`src/rtl/multi_digit_ssd_ctrl.sv`:
```
// Multiplexed multi-digit seven-segment display controller.
// Scans NUM_DIGITS digits, CYCLE_PER_DIGIT clocks each, with double-buffered
// display data (shadow -> live at frame wrap), leading-zero suppression,
// per-digit blanking, decimal points and PWM brightness. Outputs active-low.
//
// load handshake: load is a single-cycle strobe with no ready; din, dp_sel and
// blank_mask are captured into the shadow in every cycle load=1 (last load
// wins), pending rises, and the shadow is promoted to the live register only
// at the next frame wrap so a frame is never torn.
module multi_digit_ssd_ctrl #(
  parameter int NUM_DIGITS      = 8,
  parameter int CYCLE_PER_DIGIT = 100000,
  parameter int BRIGHT_W        = 4
) (
  input  logic                    clk,
  input  logic                    rst,
  input  logic [4*NUM_DIGITS-1:0] din,
  input  logic [NUM_DIGITS-1:0]   dp_sel,
  input  logic [NUM_DIGITS-1:0]   blank_mask,
  input  logic                    lz_blank,
  input  logic                    load,
  input  logic [BRIGHT_W-1:0]     bright,
  output logic                    pending,
  output logic                    frame_done,
  output logic [6:0]              seg,
  output logic                    dp,
  output logic [NUM_DIGITS-1:0]   an
);

  localparam int CNT_W = (CYCLE_PER_DIGIT > 2) ? $clog2(CYCLE_PER_DIGIT) : 1;
  localparam int IDX_W = (NUM_DIGITS > 1) ? $clog2(NUM_DIGITS) : 1;
  localparam logic [CNT_W-1:0] CNT_LAST = CNT_W'(CYCLE_PER_DIGIT - 1);
  localparam logic [IDX_W-1:0] IDX_LAST = IDX_W'(NUM_DIGITS - 1);

  logic [CNT_W-1:0]        r_cnt;
  logic [IDX_W-1:0]        r_idx;
  logic [BRIGHT_W-1:0]     r_pwm;
  logic [4*NUM_DIGITS-1:0] r_sh_din, r_lv_din;
  logic [NUM_DIGITS-1:0]   r_sh_dp, r_lv_dp;
  logic [NUM_DIGITS-1:0]   r_sh_bm, r_lv_bm;
  logic                    r_pending;
  logic                    r_frame_done;
  logic [6:0]              r_seg;
  logic                    r_dp;
  logic [NUM_DIGITS-1:0]   r_an;

  logic                    w_cnt_tc;
  logic                    w_wrap;
  logic [3:0]              w_nib;
  logic                    w_dp_bit;
  logic                    w_bm_bit;
  logic                    w_lz_bit;
  logic [NUM_DIGITS-1:0]   w_lz_vec;
  logic                    w_lit;
  logic [6:0]              w_seg_dec;
  logic [NUM_DIGITS-1:0]   w_an;

  assign w_cnt_tc = (r_cnt == CNT_LAST);
  assign w_wrap   = w_cnt_tc && (r_idx == IDX_LAST);

  // Scan timing: per-digit cycle counter, digit index and free-running PWM counter.
  always_ff @(posedge clk or posedge rst) begin
    if (rst) begin
      r_cnt <= '0;
      r_idx <= '0;
      r_pwm <= '0;
    end else begin
      r_pwm <= r_pwm + BRIGHT_W'(1);
      if (w_cnt_tc) begin
        r_cnt <= '0;
        r_idx <= (r_idx == IDX_LAST) ? '0 : r_idx + IDX_W'(1);
      end else begin
        r_cnt <= r_cnt + CNT_W'(1);
      end
    end
  end

  // Double buffer: load fills the shadow, frame wrap promotes it to live.
  always_ff @(posedge clk or posedge rst) begin
    if (rst) begin
      r_sh_din  <= '0;
      r_sh_dp   <= '0;
      r_sh_bm   <= '0;
      r_lv_din  <= '0;
      r_lv_dp   <= '0;
      r_lv_bm   <= '0;
      r_pending <= 1'b0;
    end else begin
      if (w_wrap && r_pending) begin
        r_lv_din <= r_sh_din;
        r_lv_dp  <= r_sh_dp;
        r_lv_bm  <= r_sh_bm;
      end
      if (load) begin
        r_sh_din <= din;
        r_sh_dp  <= dp_sel;
        r_sh_bm  <= blank_mask;
      end
      if (load) begin
        r_pending <= 1'b1;
      end else if (w_wrap) begin
        r_pending <= 1'b0;
      end
    end
  end

  // Leading-zero flags: digit k>0 is a leading zero when live nibbles k..top are all zero.
  always_comb begin
    w_lz_vec = '0;
    for (int k = 0; k < NUM_DIGITS; k++) begin
      w_lz_vec[k] = (k != 0);
      for (int j = k; j < NUM_DIGITS; j++) begin
        if (r_lv_din[4*j +: 4] != 4'h0) w_lz_vec[k] = 1'b0;
      end
    end
  end

  // Select the current digit's nibble, flags and anode pattern.
  always_comb begin
    w_nib    = 4'h0;
    w_dp_bit = 1'b0;
    w_bm_bit = 1'b0;
    w_lz_bit = 1'b0;
    for (int i = 0; i < NUM_DIGITS; i++) begin
      if (r_idx == IDX_W'(i)) begin
        w_nib    = r_lv_din[4*i +: 4];
        w_dp_bit = r_lv_dp[i];
        w_bm_bit = r_lv_bm[i];
        w_lz_bit = lz_blank && w_lz_vec[i];
      end
    end
    w_lit = (r_pwm <= bright) && !w_bm_bit && !w_lz_bit;
    w_an  = '1;
    for (int i = 0; i < NUM_DIGITS; i++) begin
      if (w_lit && (r_idx == IDX_W'(i))) w_an[i] = 1'b0;
    end
  end

  // Hex to active-low segment pattern, bit order g..a.
  always_comb begin
    w_seg_dec = 7'h7F;
    case (w_nib)
      4'h0: w_seg_dec = 7'h40;
      4'h1: w_seg_dec = 7'h79;
      4'h2: w_seg_dec = 7'h24;
      4'h3: w_seg_dec = 7'h30;
      4'h4: w_seg_dec = 7'h19;
      4'h5: w_seg_dec = 7'h12;
      4'h6: w_seg_dec = 7'h02;
      4'h7: w_seg_dec = 7'h78;
      4'h8: w_seg_dec = 7'h00;
      4'h9: w_seg_dec = 7'h10;
      4'hA: w_seg_dec = 7'h08;
      4'hB: w_seg_dec = 7'h03;
      4'hC: w_seg_dec = 7'h46;
      4'hD: w_seg_dec = 7'h21;
      4'hE: w_seg_dec = 7'h06;
      4'hF: w_seg_dec = 7'h0E;
      default: w_seg_dec = 7'h7F;
    endcase
  end

  // Registered display outputs and frame strobe (one cycle behind scan state).
  always_ff @(posedge clk or posedge rst) begin
    if (rst) begin
      r_seg        <= 7'h7F;
      r_dp         <= 1'b1;
      r_an         <= '1;
      r_frame_done <= 1'b0;
    end else begin
      r_seg        <= w_lit ? w_seg_dec : 7'h7F;
      r_dp         <= w_lit ? ~w_dp_bit : 1'b1;
      r_an         <= w_an;
      r_frame_done <= w_wrap;
    end
  end

  assign seg        = r_seg;
  assign dp         = r_dp;
  assign an         = r_an;
  assign frame_done = r_frame_done;
  assign pending    = r_pending;

endmodule

```
`config.mk`:
```
export PLATFORM = sky130hd
export DESIGN_NAME = multi_digit_ssd_ctrl
export DESIGN_NICKNAME = d
export VERILOG_FILES = /design/src/rtl/multi_digit_ssd_ctrl.sv
export SDC_FILE = /design/constraint.sdc
export NUM_CORES = 1
export LEC_CHECK = 0
export ABC_AREA = 0
export ABC_CLOCK_PERIOD_IN_PS = 4700
export CAP_MARGIN = 20
export CORE_MARGIN = 2
export CORE_UTILIZATION = 30
export DETAILED_ROUTE_END_ITERATION = 7
export GPL_TIMING_DRIVEN = 0
export PLACE_DENSITY_LB_ADDON = 0.05
export SYNTH_ARGS = -nofsm -noshare
export SYNTH_HDL_FRONTEND = slang
export SYNTH_SLANG_ARGS = --single-unit
```
`constraint.sdc`:
```
create_clock -name clk -period 4.7 [get_ports clk]
set_clock_uncertainty 0.1 [all_clocks]
set_input_delay 0.705 -clock clk [delete_from_list [all_inputs] [get_ports clk]]
set_output_delay 0.705 -clock clk [all_outputs]
set_load 0.01 [all_outputs]
```
; ---- Word-level counts from Yosys, hierarchy flattened
; Memory sizes are Yosys's and may differ from the RTL's.
; Cells that the tools add are included.
[classes]
reduce_logical = 30
magnitude_cmp = 1
multipliers = 0
div = 0
shift = 0
mux = 73
eq_ne = 8
bitwise = 1
addsub = 3
[op_table]
columns = cell, n
row1 = $mux W1, 62
row2 = $mux W4, 8
row3 = $reduce_bool A4 Y1, 7
row4 = $logic_and A1 B1 Y1, 19
row5 = $add A17 B1 Y17 const B, 1
row6 = $eq A17 B17 Y1 const B, 1
row7 = $mux W17, 1
row8 = $eq A3 B3 Y1 const B, 4
row9 = $mux W7, 1
row10 = $eq A3 B2 Y1 const B, 2
row11 = $add A4 B1 Y4 const B, 1
row12 = $le A4 B4 Y1, 1
row13 = $add A3 B1 Y3 const B, 1
row14 = $eq A3 B1 Y1 const B, 1
row15 = $logic_not A3 Y1, 1
row16 = $mux W3, 1
row17 = $logic_not A1 Y1, 2
row18 = $reduce_bool A2 Y1, 1
row19 = $not A1 Y1, 1
[word_totals]
rom_bits = 112
regBits = 138
inputBits = 56
ramBits = 0
n_memories = 1
latch_bits = 0
out_inout_bits = 18
[memory_table]
columns = name, depth, word_bits, read_ports, rd_clocked_by_memory_dff, write_ports, line_no
row1 = (no name shown), 16, 7, 1, 0, 0, 142  ; case (w_nib)

; ---- Logic depth before layout (Yosys ltp)
; Gate-level depths: netlist of run 1.
[depth]
depth_word = 20
depth_mapped = 15

; ---- Worst setup path before layout of run 1
; No wires, ideal clock.
[synth_path]
path_type = flip-flop to flip-flop
startpoint = register r_idx[1]
endpoint = register r_seg[1], in the netlist seg[1]
t_arrival_ps = 2562
n_path_buf = 3
setup_slack_ps = 1927
stages_incl_launch_ff = 14
setup_ps = 111
required_time_ps = 4489
cell_sequence = dfrtp_1 > inv_1 > ha_1 > clkbuf_1 > clkbuf_1 > clkbuf_1 > a221o_1 > o211ai_1 > nand3_1 > o21a_1 > inv_1 > ha_1 > nor2_1 > o311ai_0
[synth_between]
elab_chain_len = 13
[synth_rtl]
columns = element, line_no
row1 = start: declaration, 36  ; logic [IDX_W-1:0] r_idx;
row2 = start signal: assignment, 71  ; r_idx <= (r_idx == IDX_LAST) ? '0 : r_idx + IDX_W'(1);
row3 = branches (longest 12 deep; another with $mem_v2 Z16 W7), -
row4 = $mux W7 (*), 171  ; r_seg <= w_lit ? w_seg_dec : 7'h7F;
row5 = end signal: assignment, 171
row6 = end: declaration, 43  ; logic [6:0] r_seg;
; Every way passes the cells marked *.
; A chain may end at the register's enable or synchronous reset.

; ---- Final worst setup path of run 1
[layout_path]
startpoint = register r_idx[0]
endpoint = register r_an[0], in the netlist an[0]
[layout_between]
elab_chain_len = 14
[layout_rtl]
columns = element, line_no
row1 = $logic_not A3 Y1, "125, 135"
row2 = $mux W1 (8 in series), 125  ; if (r_idx == IDX_W'(i)) begin
row3 = $logic_not A1 Y1, 132  ; w_lit = (r_pwm <= bright) && !w_bm_bit && !w_lz_bit;
row4 = $logic_and A1 B1 Y1 (2 in series), 132
row5 = $logic_and A1 B1 Y1 (*), 135  ; if (w_lit && (r_idx == IDX_W'(i))) w_an[i] = 1'b0;
row6 = $mux W1 (*), 135
row7 = net w_an[0], 56  ; logic [NUM_DIGITS-1:0] w_an;
row8 = end signal: assignment, 173  ; r_an <= w_an;
row9 = end: declaration, 45  ; logic [NUM_DIGITS-1:0] r_an;
; Mark *: on every way through the listed nets, which the timed path passes. The rest lies on a longest branch.

==> results of run 1 <==
stage by stage:
stage / util [%] / setup WS (ps) / setup TNS (ps) / power, mW / cell area [um2]
detailed placement: 36.2 / 1130 / 0 / 1.42 / 7370
finish: 39.2 / 1100 / 0 / 2.80 / 7980
floorplan: - / 225 / 0 / 1.34 / 6280
global placement: 36.0 / -1840 / -228280 / 1.42 / 7340
global route: 39.2 / 718 / 0 / 2.91 / 7980
CTS: 39.2 / 1100 / 0 / 2.84 / 7980
routing by layer:
metal	track usage [%]	vias up
met5	0	-
met1	19.8	2117
met4	5.14	0
li1	-	1966
met3	3.22	16
met2	22.1	89
power breakdown:
group          switching, mW  internal [mW]
Clock                  0.485          0.911
Combinational         0.0549         0.0854
Sequential            0.0244           1.23
Total                  0.565           2.23
flip-flops by register name, summed over array words and instances (netlist names):
register and count:
r_sh_dp 8, pending 1, an 8, seg 7, r_sh_din 32, r_sh_bm 8, r_lv_dp 8, r_pwm 4
r_lv_bm 8, r_cnt 17, dp 1, r_idx 3, r_lv_din 32, frame_done 1
worst max path at each step:
stage / to / cells past startpoint / startpoint
after floorplan: frame_done / 1 / rst
after global placement: r_sh_dp[2] / 2 / rst
after detailed placement: seg[1] / 13 / r_idx[0]
after CTS: an[0] / 12 / r_idx[0]
after global routing: an[0] / 12 / r_idx[0]
final: an[0] / 12 / r_idx[0]
kinds of logic after synthesis:
family | after synthesis | share of synthesized area, %
compound gates | 75 | 7.83
xor+xnor | 15 | 2.09
fa+ha+maj | 17 | 3.39
buf+inv | 45 | 3.17
flops | 138 | 55.3
mux | 101 | 19.2
simple gates | 107 | 8.97
cells in the final DEF, fill, tap and decap left out, types with 16 or more instances in the layout:
cell type / instances
dfstp_2: 16
o21ai_0: 20
mux2_4: 20
clkbuf_16: 17
clkdlybuf4s50_1: 72
nand2_1: 27
clkbuf_1: 19
a21oi_1: 23
inv_1: 17
ha_1: 17
dfrtp_1: 122
mux2_2: 77
nand3_1: 18
cell type report:
| type | instances | area (um2) |
|---|---|---|
| Sequential cell | 138 | 3470 |
| Timing Repair Buffer | 73 | 748 |
| Inverter | 20 | 81.3 |
| Clock buffer | 23 | 468 |
| Clock inverter | 9 | 145 |
| Tap cell | 270 | 338 |
| Fill cell | 1948 | 12400 |
| Buffer | 25 | 123 |
| Multi-Input combinational cell | 315 | 2610 |
==> flow_summary_export.csv, run 1 <==
group,metric,value,unit
run_status,outcome,"complete, no violations",
sta,hold_viol,0,
sta,grt_setup_unrepaired,"no",
yosys,synth.most_common_cell,"dfrtp_1",
route,wl_met1,7110,um
route,firstDrtPassIters,4,
placement,portBuffers,72,
route,dr_wl_met3,655,um
worst_setup_path,reg2reg_to,"an[0]",
worst_setup_path,crit_family,"buffers and inverters",
cts,clkSinkCount,138,
die,chipHeight,149,um
route,drc,0,
route,drt-initial-drc-count,122,
cts,cts_root_buf,"clkbuf_16",
layout,drive_above_1_share,25.9,%
die,num_rows,52,
cts,cts_max_level,4,
route,maxUsedRoutingLayer,"met4",
route,final_antenna_net_count,0,
layout,area_growth_syn_to_layout,27.1,%
yosys,syn_avg_cell_area,12.6,um2
yosys,synth-seq-cells,138,
placement,dpl.cell_count,841,
global_routing,grt_pass1_wl,24100,um
route,vias_per_cell,4.80,
sta,setup_viol,0,
pwr,peakVddDrop,0.232,mV
cts,clk_pin_slew_worst_paths,60,ps
yosys,ys_warn_count,0,
die,core,20400,um2
sta,period_needed,3600,ps
cts,clockBufferDepth,2,
route,wl_per_cell,16.9,um
worst_setup_path,cp-end-kind,"flop",
yosys,synth_top_area_share,48.6,%
worst_setup_path,crit_buf_inv,5,
cts,ctsHoldBuffers,0,
hold_path,hp-start,"r_pwm[0]",
global_routing,grt_max_degree,87,
route,routed-via-count,4188,
yosys,syn_nets,571,
yosys,yosysSeqAreaShare,55.3,%
sta,timing.slew.headroom,41.9,%
yosys,ys_top_cells_by_count,"dfrtp_1, mux2_2, nand2_1, a21oi_1",
job,drv_cap,0,
yosys,synth-edff-count,0,
layout,n_antenna_cell,0,
die,io_pins,74,
sta,slew_viol_final,0,
placement,gp_congestion,0.831,
yosys,syn_area,6280,um2
hold_path,hold_end,"r_pwm[0]",
pwr,cellPowerDensity,350,nW/um2
sta,whs,383,ps
worst_setup_path,r2r_slack,1100,ps
worst_setup_path,crit_path_frequent_cell,"clkbuf_1",
worst_setup_path,crit_arrival,3810,ps
worst_setup_path,cp-start-kind,"flop",
cts,cts_resized,0,
yosys,synth_top_cell_by_area,"dfrtp_1",
layout,instances_no_fill,873,
yosys,synth_cell_types,55,
yosys,synthArstFlopShare,100,%
cts,cts_tree,"yes",
layout,fin_nets,663,
hold_path,hold_path_depth,1,
sta,timing.fmax,278,MHz
worst_setup_path,reg2reg_from,"r_idx[0]",
global_routing,antenna_found_initial,0,
die,die_area,22100,um2
placement,dp_hpwl,10600,um
worst_setup_path,crit_chain,"inv_1, ha_1, clkbuf_1, clkbuf_1, clkbuf_1, nor2_1, o21ai_0, a21oi_1, o21ai_0, o211a_1, clkbuf_1, nand3_1",
route,met2_wirelength,6740,um
global_routing,track_usage,14.3,%
hold_path,hold_class,"reg2reg",
yosys,synthTopCellsByArea,"dfrtp_1, mux2_2, dfstp_2",
cts,postCtsSetupRepairBufs,0,
yosys,synth-main-ff-cell,"dfrtp_1",
worst_setup_path,crit_type,"reg2reg",
yosys,syn_inst,498,
die,die_x,149,um
global_routing,grt_pass1_vias,4416,
cts,worstSkewPairLatency,420,ps
sta,tightest_slew,872,ps
worst_setup_path,max_stage_delay,450,ps
sta,finalCritPeriodShare,76.6,%
pwr,leakagePower,3.53,nW
worst_setup_path,path_max_fanout,10,
worst_setup_path,cp_data_required_time,4910,ps
worst_setup_path,crit_slowest_cell,"clkbuf_1",
cts,cts_buffers,17,
global_routing,overflow,0,
route,wirelength,14700,um
worst_setup_path,r2r.worst_path.cells,12,
die,start_util,30.8,%
(Power assumes the default switching activity.)
==> run 2, diff against run 1 <==
--- a/config.mk
+++ b/config.mk
@@ -6,7 +6,7 @@
 export NUM_CORES = 1
 export LEC_CHECK = 0
 export ABC_AREA = 0
-export ABC_CLOCK_PERIOD_IN_PS = 4700
+export ABC_CLOCK_PERIOD_IN_PS = 3100
 export CAP_MARGIN = 20
 export CORE_MARGIN = 2
 export CORE_UTILIZATION = 30
==> constraint.sdc (replaced) <==
create_clock -name clk -period 3.1 [get_ports clk]
set_clock_uncertainty 0.1 [all_clocks]
set_input_delay 0.465 -clock clk [delete_from_list [all_inputs] [get_ports clk]]
set_output_delay 0.465 -clock clk [all_outputs]
set_load 0.01 [all_outputs]
==> run 2 against run 1 <==
Sequential cell count stayed put. Non-clock buffer count stayed put. Clock power is 29% higher. Power is 41% higher. Count of clock-buffer cells in the layout is 1 higher. Routed wire length is 0.13% higher. Sequential power is 52% higher. Hold slack worse by 5.1 ps. Utilization is 0.068 points lower. First-iteration DRC count is 85% higher. Critical path type unchanged. Largest cell class unchanged. Largest power group is now sequential cells.
==> flow_summary_export.csv, run 2 (synthesis gave the netlist of run 1 again) <==
group,metric,value,unit
pwr,peakVddDrop,0.350,mV
pwr,pwr-share-seq,48.5,%
sta,hold_viol,0,
die,chipHeight,149,um
route,drt-initial-drc-count,226,
die,start_util,30.8,%
route,drc,0,
cts,postCtsSetupRepairBufs,0,
placement,dp_hpwl,10800,um
cts,worstSkewPairLatency,420,ps
worst_setup_path,path_max_fanout,8,
pwr,cellPowerDensity,493,nW/um2
sta,finalCritPeriodShare,94.4,%
global_routing,grt_pass1_vias,4385,
pwr,internal_power,3.08,mW
sta,timing.slew.headroom,56.7,%
sta,slew_viol_final,0,
cts,clkSinkCount,138,
layout,postLayoutCoreUtil,39.1,%
sta,tightest_slew,649,ps
route,firstDrtPassIters,6,
pwr,switching_share,21.6,%
cts,cts_buffers,17,
worst_setup_path,crit_type,"reg2reg",
route,wl_per_cell,16.9,um
cts,cts_max_level,4,
layout,fin_nets,663,
sta,grt_setup_unrepaired,"no",
layout,n_antenna_cell,0,
die,die_area,22100,um2
sta,timing.fmax,342,MHz
die,core,20400,um2
worst_setup_path,r2r.worst_path.cells,12,
worst_setup_path,startpoint,"r_idx[2]",
global_routing,grt_pass1_wl,24200,um
route,routed-via-count,4125,
layout,final_common_cell,"dfrtp_1",
layout,largestRegisters,"r_lv_din (32), r_sh_din (32), r_cnt (17)",
pwr,p_clk_share,46.0,%
worst_setup_path,cp-end-kind,"flop",
die,num_rows,52,
global_routing,track_usage,14.3,%
sta,setup_viol,0,
layout,area_growth_syn_to_layout,26.9,%
hold_path,hold_class,"in2async",
global_routing,grt_max_degree,43,
layout,design_area,7970,um2
global_routing,antenna_found_initial,0,
cts,clockBufferDepth,2,
worst_setup_path,reg2reg_from,"r_idx[2]",
cts,cts_root_buf,"clkbuf_16",
pwr,comb_power_share,5.5,%
worst_setup_path,cp_data_required_time,3330,ps
layout,layout_common_cells,"dfrtp_1, mux2_2, clkdlybuf4s50_1, nand2_1, a21oi_1",
route,vias_per_cell,4.73,
placement,place_area,7400,um2
die,die_x,149,um
cts,cts_tree,"yes",
route,wirelength,14700,um
layout,drive_above_1_share,28.7,%
worst_setup_path,r2r_slack,170,ps
die,io_pins,74,
worst_setup_path,cp-start-kind,"flop",
pwr,power.switching,0.851,mW
job,drv_cap,0,
placement,gp_congestion,0.840,
cts,clk_pin_slew_worst_paths,60,ps
global_routing,overflow,0,
run_status,outcome,"complete, no violations",
pwr,leakagePower,3.53,nW
route,final_antenna_net_count,0,
sta,period_needed,2930,ps
placement,portBuffers,72,
worst_setup_path,crit_arrival,3150,ps
## run 2: cell count changes in the layout (fill, tap and decap cells not counted), moves of 2 or more
cell        delta
clkbuf_4       +2
clkinvlp_4     +4
buf_12         +3
clkbuf_1      -10
bufinv_16      -4
ha_2           +2
clkbuf_2       +6
ha_1           -2
## run 2: worst max-delay path, cell delays in order, from the launching register on
cell and delay [ps]:
dfrtp_1 410, clkinv_2 190, ha_1 320, or2_2 320, a221o_1 310, a311oi_2 300, o21bai_4 230, inv_1 90
ha_1 230, inv_1 90, mux2i_1 70, nand2_1 80, o211ai_1 90
## run 2: layer usage
layer	up-vias	global-route usage, %	share of wire [%]
met5	-	0	0
met3	16	3.25	3.5
met2	91	22.5	47
met1	2046	19.4	48
li1	1972	-	-
met4	0	5.24	1.7
## run 2: what timing repair did
action                                  4_1_cts  5_1_grt
hold buffers                                  0        0
endpoints found under the setup margin       16       13
cloned                                        0        0
resized for setup                            11       11
## run 2: path summary, 6_finish.rpt
kind,to
max,seg[3]
max in group asynchronous,r_sh_dp[3]
min reg2reg,r_pwm[3]
min in group clk,r_pwm[3]
min,r_lv_din[22]
max reg2reg,seg[3]
## run 2: metrics by stage
stage / cells / TNS (ps) / power [mW] / setup slack, ps / hold WS (ps)
floorplan: 498 / 0 / 2.04 / 327 / 340
global placement: 840 / -59010 / 2.15 / -458 / 371
detailed placement: 843 / -4950 / 2.16 / -483 / 374
CTS: 873 / 0 / 4.01 / 38.4 / 377
global route: 873 / 0 / 4.11 / 23.3 / 389
finish: 873 / 0 / 3.93 / 173 / 378
## run 2: power groups by stage
| stage | Clock, mW | Sequential [mW] | Combinational, mW |
|---|---|---|---|
| after detailed placement | 0 | 1.94 | 0.224 |
| after CTS | 1.88 | 1.91 | 0.225 |
| final | 1.81 | 1.91 | 0.217 |
| after floorplan | 0 | 1.92 | 0.112 |
| after global placement | 0 | 1.94 | 0.210 |
| after global routing | 1.95 | 1.92 | 0.241 |
## run 2: area by class of cell
class | count | area [um2]
plain buffers | 23 | 130
clock buffers | 24 | 482
clock inverters | 8 | 47.5
fillers | 1983 | 12400
inverters | 20 | 81.3
multi-input cells | 315 | 2640
flip-flops and latches | 138 | 3470
well taps | 270 | 338
repair buffers | 75 | 781
